**src/rtl/perf_pkg.sv**
```systemverilog
// Shared types and index map for the performance counter unit.
package perf_pkg;

    typedef enum logic [1:0] {
        IDLE   = 2'd0,
        RUN    = 2'd1,
        FROZEN = 2'd2
    } perf_state_e;

    localparam int IDX_CYCLES   = 0;
    localparam int IDX_STALLS   = 1;
    localparam int IDX_EVT_BASE = 2;

    function automatic int idx_occ_base(input int num_evt);
        return IDX_EVT_BASE + num_evt;
    endfunction

endpackage

```
**src/rtl/perf_counter_unit_if.sv**
```systemverilog
// One-cycle request/response readout port of the performance counter unit.
interface perf_counter_unit_if #(
    parameter int SEL_W = 4,
    parameter int ACC_W = 40
);
    logic             rd_req;
    logic [SEL_W-1:0] rd_sel;
    logic             rd_valid;
    logic [ACC_W-1:0] rd_data;
    logic             rd_err;

    modport master (output rd_req, rd_sel, input rd_valid, rd_data, rd_err);
    modport slave  (input rd_req, rd_sel, output rd_valid, rd_data, rd_err);
endinterface

```
**src/rtl/perf_sat_counter.sv**
```systemverilog
// Saturating accumulator with a sticky overflow flag; never wraps.
module perf_sat_counter #(
    parameter int W     = 32,
    parameter int INC_W = 1
) (
    input  logic             clk,
    input  logic             rst,
    input  logic             clr,
    input  logic             en,
    input  logic [INC_W-1:0] inc,
    output logic [W-1:0]     count,
    output logic             ovf
);
    logic [W:0] sum;

    assign sum = {1'b0, count} + (W+1)'(inc);

    always_ff @(posedge clk or posedge rst) begin
        if (rst) begin
            count <= '0;
            ovf   <= 1'b0;
        end else if (clr) begin
            count <= '0;
            ovf   <= 1'b0;
        end else if (en) begin
            if (sum[W]) begin
                count <= '1;
                ovf   <= 1'b1;
            end else begin
                count <= sum[W-1:0];
            end
        end
    end
endmodule

```
**src/rtl/perf_counter_unit.sv**
```systemverilog
// Cycle/stall/event counters and occupancy accumulators with a RUN/FROZEN
// control FSM, a snapshot bank and a registered read port.
module perf_counter_unit
    import perf_pkg::*;
#(
    parameter int NUM_EVT = 4,
    parameter int NUM_OCC = 3,
    parameter int OCC_W   = 4,
    parameter int CNT_W   = 32,
    parameter int ACC_W   = 40,
    parameter int NUM_CNT = 2 + NUM_EVT + NUM_OCC,
    parameter int SEL_W   = $clog2(NUM_CNT + 1)
) (
    input  logic                     clk,
    input  logic                     rst,
    input  logic                     start,
    input  logic                     halt,
    input  logic                     clear,
    input  logic                     snap,
    input  logic                     issue_valid,
    input  logic [NUM_EVT-1:0]       evt,
    input  logic [NUM_OCC*OCC_W-1:0] occ,
    perf_counter_unit_if.slave       rd_bus,
    output logic [1:0]               state_o,
    output logic [NUM_CNT-1:0]       ovf
);
    localparam int OCC_BASE = idx_occ_base(NUM_EVT);

    perf_state_e        state;
    logic               count_en;
    logic               do_snap;
    logic               snap_pend;
    logic               sel_ok;
    logic [NUM_EVT+1:0] bit_inc;
    logic [ACC_W-1:0]   live   [NUM_CNT];
    logic [ACC_W-1:0]   shadow [NUM_CNT];
    logic [ACC_W-1:0]   rd_src;

    assign count_en = (state == RUN);
    assign do_snap  = snap | ((state == RUN) & halt);
    assign bit_inc  = {evt, ~issue_valid, 1'b1};
    assign sel_ok   = rd_bus.rd_sel < SEL_W'(NUM_CNT);
    assign state_o  = state;

    for (genvar i = 0; i < 2 + NUM_EVT; i++) begin : g_bit
        logic [CNT_W-1:0] cnt;
        perf_sat_counter #(.W(CNT_W), .INC_W(1)) u_cnt (
            .clk   (clk),
            .rst   (rst),
            .clr   (clear),
            .en    (count_en),
            .inc   (bit_inc[i]),
            .count (cnt),
            .ovf   (ovf[i])
        );
        assign live[i] = ACC_W'(cnt);
    end

    for (genvar j = 0; j < NUM_OCC; j++) begin : g_occ
        perf_sat_counter #(.W(ACC_W), .INC_W(OCC_W)) u_acc (
            .clk   (clk),
            .rst   (rst),
            .clr   (clear),
            .en    (count_en),
            .inc   (occ[j*OCC_W +: OCC_W]),
            .count (live[OCC_BASE+j]),
            .ovf   (ovf[OCC_BASE+j])
        );
    end

    always_ff @(posedge clk or posedge rst) begin
        if (rst) begin
            state <= IDLE;
        end else if (clear) begin
            state <= IDLE;
        end else begin
            case (state)
                IDLE:    if (start) state <= RUN;
                RUN:     if (halt)  state <= FROZEN;
                FROZEN:  if (start) state <= RUN;
                default: state <= IDLE;
            endcase
        end
    end

    // A snapshot is taken lazily: the edge after snap the live counters
    // already hold the snapped (post-increment) values, so they are copied
    // then, and reads in that one cycle are served from the live values.
    always_ff @(posedge clk or posedge rst) begin
        if (rst) begin
            snap_pend <= 1'b0;
            for (int k = 0; k < NUM_CNT; k++) shadow[k] <= '0;
        end else if (clear) begin
            snap_pend <= 1'b0;
            for (int k = 0; k < NUM_CNT; k++) shadow[k] <= '0;
        end else begin
            snap_pend <= do_snap;
            if (snap_pend) begin
                for (int k = 0; k < NUM_CNT; k++) shadow[k] <= live[k];
            end
        end
    end

    always_comb begin
        rd_src = '0;
        if (sel_ok) rd_src = snap_pend ? live[rd_bus.rd_sel] : shadow[rd_bus.rd_sel];
    end

    always_ff @(posedge clk or posedge rst) begin
        if (rst) begin
            rd_bus.rd_valid <= 1'b0;
            rd_bus.rd_err   <= 1'b0;
            rd_bus.rd_data  <= '0;
        end else begin
            rd_bus.rd_valid <= rd_bus.rd_req;
            rd_bus.rd_err   <= rd_bus.rd_req & ~sel_ok;
            rd_bus.rd_data  <= (rd_bus.rd_req & sel_ok) ? rd_src : '0;
        end
    end
endmodule

```
**src/flat_wrapper.sv**
```systemverilog
// flat-port wrapper written by rule: the top's interface ports become plain ports
module perf_counter_unit_flat import perf_pkg::*;
#(
    parameter int NUM_EVT = 4,
    parameter int NUM_OCC = 3,
    parameter int OCC_W   = 4,
    parameter int CNT_W   = 32,
    parameter int ACC_W   = 40,
    parameter int NUM_CNT = 2 + NUM_EVT + NUM_OCC,
    parameter int SEL_W   = $clog2(NUM_CNT + 1)
)
  (clk, rst, start, halt, clear, snap, issue_valid, evt, occ, state_o, ovf, rd_bus_rd_req, rd_bus_rd_sel, rd_bus_rd_valid, rd_bus_rd_data, rd_bus_rd_err);
  perf_counter_unit_if #(.SEL_W(SEL_W), .ACC_W(ACC_W)) rd_bus_i ();
  input  logic clk;
  input  logic rst;
  input  logic start;
  input  logic halt;
  input  logic clear;
  input  logic snap;
  input  logic issue_valid;
  input  logic [NUM_EVT-1:0] evt;
  input  logic [NUM_OCC*OCC_W-1:0] occ;
  output logic [1:0] state_o;
  output logic [NUM_CNT-1:0] ovf;
  input wire logic [$bits(rd_bus_i.rd_req)-1:0] rd_bus_rd_req;
  input wire logic [$bits(rd_bus_i.rd_sel)-1:0] rd_bus_rd_sel;
  output wire logic [$bits(rd_bus_i.rd_valid)-1:0] rd_bus_rd_valid;
  output wire logic [$bits(rd_bus_i.rd_data)-1:0] rd_bus_rd_data;
  output wire logic [$bits(rd_bus_i.rd_err)-1:0] rd_bus_rd_err;
  assign rd_bus_i.rd_req = rd_bus_rd_req;
  assign rd_bus_i.rd_sel = rd_bus_rd_sel;
  assign rd_bus_rd_valid = rd_bus_i.rd_valid;
  assign rd_bus_rd_data = rd_bus_i.rd_data;
  assign rd_bus_rd_err = rd_bus_i.rd_err;
  perf_counter_unit #(.NUM_EVT(NUM_EVT), .NUM_OCC(NUM_OCC), .OCC_W(OCC_W), .CNT_W(CNT_W), .ACC_W(ACC_W), .NUM_CNT(NUM_CNT), .SEL_W(SEL_W)) u_core (.clk(clk), .rst(rst), .start(start), .halt(halt), .clear(clear), .snap(snap), .issue_valid(issue_valid), .evt(evt), .occ(occ), .rd_bus(rd_bus_i), .state_o(state_o), .ovf(ovf));
endmodule
```
**config.mk**
```make
export PLATFORM = sky130hd
export DESIGN_NAME = perf_counter_unit_flat
export DESIGN_NICKNAME = d
export VERILOG_FILES = /design/src/rtl/perf_pkg.sv /design/src/rtl/perf_counter_unit_if.sv /design/src/rtl/perf_sat_counter.sv /design/src/rtl/perf_counter_unit.sv /design/src/flat_wrapper.sv
export SDC_FILE = /design/constraint.sdc
export NUM_CORES = 2
export LEC_CHECK = 0
export CAP_MARGIN = 20
export CORE_UTILIZATION = 55
export DETAILED_ROUTE_END_ITERATION = 8
export PLACE_DENSITY_LB_ADDON = 0.15
export SYNTH_ARGS = -nofsm -noshare
export SYNTH_HDL_FRONTEND = slang
export SYNTH_SLANG_ARGS = --single-unit
```
**constraint.sdc**
```tcl
create_clock -name clk -period 56.9 [get_ports clk]
set_input_delay 5.69 -clock clk [delete_from_list [all_inputs] [get_ports clk]]
set_output_delay 5.69 -clock clk [all_outputs]
set_load 0.01 [all_outputs]
```
==> impl_results.md <==
* Outcome: finished clean
* Primary FF master, synth: dfrtp_1
* CP Launch Point: occ[8]
* IO Port Bufs at 80
* Vias in the first global route at 25.3k
* Die Wd at roughly 250 um
* Synth area leader: dfrtp_1
* RSZ-0062 raised after global routing: false
* Pint at around 800 uW
* FF-to-FF End: u_core.rd_bus.rd_data[24]$_DFF_PP0_
* Crit path max fanout at 31
* GR Util All Layers at 31.4%
* DR pass1 iterations at 6
* Final Hold Viols at 0
* Worst min path class: flip-flop to flip-flop
* R2R setup slack at 53.03 ns
* Die height at between 200 and 300 um
* R2R depth at 6
* DP Wirelength at 67300 um
* Drt total wl at ~99000 um
* Leak pwr at 0.0160 uW
* Source-to-sink clock delay at the later pin of the worst-skew pair at 0.62 ns
* CP max-delay cell: nand2_1
* Inserted Diodes at 0
* Period utilization at 15.2%
* VDD IR max at 24.7 uV
* Final ANT Viol Nets at 0
* Worst EP arrival at 9.16 ns
* Fmax at 116 MHz
* Placed inst area at approximately 36000 um^2
* Seq pwr share at between 40% and 50%
* Setup violators final at 0
* Power share of the clock group at ~47%
* Core ar. at 61900 um^2
* Synth Instances at between 3k and 4k
* Synthesis Warnings at 0
* CTS resizes at 0
* Root buffer cell: clkbuf_16
* Worst Setup EP: u_core.g_occ[2].u_acc.count[39]$_DFFE_PP0P_
* Setup TNS Final at 0 ns
* Slew @ Worst Pin at ~1.0 ns
* Clk slew on worst S/H paths at approximately 0.06 ns
* Relative slew slack at around 30%
* Power Density at 27.2 nW/um^2
* GP Congestion at 0.866
* Vias per inst at 6.35
* Number of flops mapped to enable cells by yosys at 0
* Rows at 91
* Final Util at between 60% and 70%
* Fin. max-slew vios at 0
* DRC viols at 0
* Layout cells sized above 1 at 8.99%
* P_sw at 246 uW
* Multi-input gate area at 16500 um^2
* Avg Inst Size Synth at around 11 um^2
* MaxCap Viol Count at 0
* H-tree depth at 3
* Die ar. at 63900 um^2
* Initial antenna violation count at 2
* Comb pwr share at around 6.3%
* Fin Clk Skew at 0.0181 ns
* # Post-CTS Setup Buffers at 0
* CTS Sinks at 678
* Synth top area share at about half
* Final Critical Period at 8.65 ns
* CTS tree: done
* Initial core utilization at 55.9%
* Sequential element share of the synthesized area at approximately 50%
* Area growth syn-to-layout at 10.7%
* Drt wl/cell at 24.0 um
* CTS Buffer Depth at 3
* Syn Std Cell Area at 34600 um^2
* # fillers at about 5k
* Post-synthesis net count at between 3k and 4k
* Crit-path cells: clkdlybuf4s50_1 -> ha_1 -> fa_1 -> nand3_1 -> a21oi_1 -> and4_1 -> nand2_1 -> o21ai_0
* Synth async-reset ratio at 100%
* WS Path Type: primary input to flip-flop
* Overall Power at between 1000 and 1500 uW
* Req. time, crit path at about 57 ns
* Vias at 26.1k
* Netlist cell types at between 60 and 70
* Reg2Reg Launch Point: u_core.snap_pend$_DFF_PP0_
* First-pass GRT wire length at 153000 um
* Starting DRC count in detailed routing at 2477
* Ranking of synthesized cells by area: dfrtp_1 49%, mux2i_1 9.6%, mux4_2 6.7%
* Yosys reg bits at 678
* CP Launch Type: primary input
* Crit end category: flip-flop
* Cts hold-fix bufs at 0
* Final WS setup at 48.25 ns
* Register area at 17000 um^2
* Pin count of the biggest net entering global routing at 198
* Grt ovf at 0
* Worst slack at placement at 47.40 ns
* Nets at 3272
* Number of buffers created by CTS at 75
* IO Pins at between 80 and 90
* Max stage delay on crit path at 0.73 ns
* Final instance area at 38300 um^2
* Net Sw Frac at a little under a quarter
==> Yosys cell counts (all sizes together), types with 72 or more instances <==
master / number
o21ai: 324
nor2: 426
buf: 72
clkbuf: 165
xnor2: 133
mux2i: 331
nand3: 119
o22ai: 72
nor3: 90
xor2: 133
mux4: 104
dfrtp: 678
nand4: 97
nand2: 126
==> per-stage QoR <==
| stage | std cells | hold slack, ns |
|---|---|---|
| after global routing | 4109 | 0.537 |
| after detailed placement | 3976 | 0.500 |
| after floorplan | 3259 | 0.474 |
| after global placement | 3975 | 0.492 |
| after CTS | 4107 | 0.514 |
| final | 4109 | 0.511 |
==> flip-flops by register name (all words and copies together), names as in the netlist <==
signal and cells:
u_core.rd_bus.rd_valid 1, u_core.g_bit.u_cnt.ovf 6, u_core.snap_pend 1, u_core.g_occ.u_acc.ovf 3, u_core.g_bit.u_cnt.count 192, u_core.rd_bus.rd_data 40
u_core.shadow 312, u_core.g_occ.u_acc.count 120, u_core.state_o 2, u_core.rd_bus.rd_err 1
==> critical path: cells and delay by family <==
family	cells	cell delay (ns)
compound gates	2	1.00
fa+ha+maj	2	0.44
buf+inv	1	0.48
simple gates	3	1.53
==> cells by family after synthesis <==
kind of cell / after synthesis / share of synthesized area, %
xor+xnor: 266 / 6.73
flops: 678 / 49.0
mux: 442 / 16.6
fa+ha+maj: 26 / 1.01
buf+inv: 281 / 3.33
simple gates: 1044 / 14.7
compound gates: 522 / 8.65
==> per-layer routing <==
metal	global-route usage, %	routed length (um)	up-vias
met5	0	0	-
met4	12.7	4190	0
met3	4.78	6300	179
met2	47.4	45200	903
met1	45.7	43000	13400
li1	-	-	11600
==> power groups by stage <==
| stage | sequential, uW | combinational (uW) | clock, uW |
|---|---|---|---|
| after CTS | 489 | 66.2 | 492 |
| after floorplan | 496 | 47.5 | 0 |
| after global routing | 489 | 71.7 | 512 |
| final | 489 | 66.0 | 486 |
| after detailed placement | 498 | 66.1 | 0 |
| after global placement | 498 | 64.8 | 0 |
==> worst min path at each step <==
stage                                    from                             end  slack [ns]  depth (start not counted)
3_5_place_dp    u_core.shadow[72]$_DFFE_PP0P_   u_core.shadow[72]$_DFFE_PP0P_        0.50                          2
4_1_cts         u_core.shadow[72]$_DFFE_PP0P_   u_core.shadow[72]$_DFFE_PP0P_        0.51                          2
5_1_grt        u_core.shadow[111]$_DFFE_PP0P_  u_core.shadow[111]$_DFFE_PP0P_        0.54                          2
2_1_floorplan  u_core.shadow[118]$_DFFE_PP0P_  u_core.shadow[118]$_DFFE_PP0P_        0.47                          2
3_3_place_gp    u_core.shadow[72]$_DFFE_PP0P_   u_core.shadow[72]$_DFFE_PP0P_        0.49                          2
6_report        u_core.shadow[72]$_DFFE_PP0P_   u_core.shadow[72]$_DFFE_PP0P_        0.51                          2
==> cell type report <==
| type | instances | area share (%) |
|---|---|---|
| tap | 837 | 2.73 |
| clock buffer | 114 | 5.95 |
| timing repair buffer | 119 | 3.06 |
| multi-input combinational | 2300 | 43.1 |
| sequential | 678 | 44.3 |
| clock inverter | 17 | 0.434 |
| inverter | 44 | 0.451 |
==> cells in the final DEF (no fill, tap or decap), types with 6 or more instances in the layout <==
| cell | instances |
|---|---|
| o22ai_1 | 72 |
| clkbuf_16 | 79 |
| and4_1 | 28 |
| o22a_1 | 7 |
| o21ai_0 | 317 |
| clkbuf_1 | 18 |
| o21bai_1 | 23 |
| inv_1 | 41 |
| dfrtp_1 | 677 |
| clkdlybuf4s50_1 | 77 |
| a21oi_1 | 29 |
| nor3_1 | 88 |
| o221ai_1 | 24 |
| xor2_1 | 133 |
| nor2_1 | 426 |
| mux4_2 | 103 |
| xnor2_1 | 133 |
| nor4_1 | 32 |
| and3_1 | 33 |
| nand4_1 | 97 |
| or2_2 | 7 |
| nor2b_1 | 22 |
| a211oi_1 | 9 |
| buf_4 | 34 |
| ha_1 | 23 |
| a31oi_1 | 13 |
| clkinv_2 | 12 |
| mux2_2 | 7 |
| clkbuf_8 | 18 |
| mux2i_1 | 331 |
| nand3_1 | 118 |
| or3_1 | 7 |
| nand2_1 | 125 |
| o21ai_1 | 6 |
| nand2b_1 | 15 |
| nor3b_1 | 15 |
No activity file was read; power rests on OpenSTA's default activity.
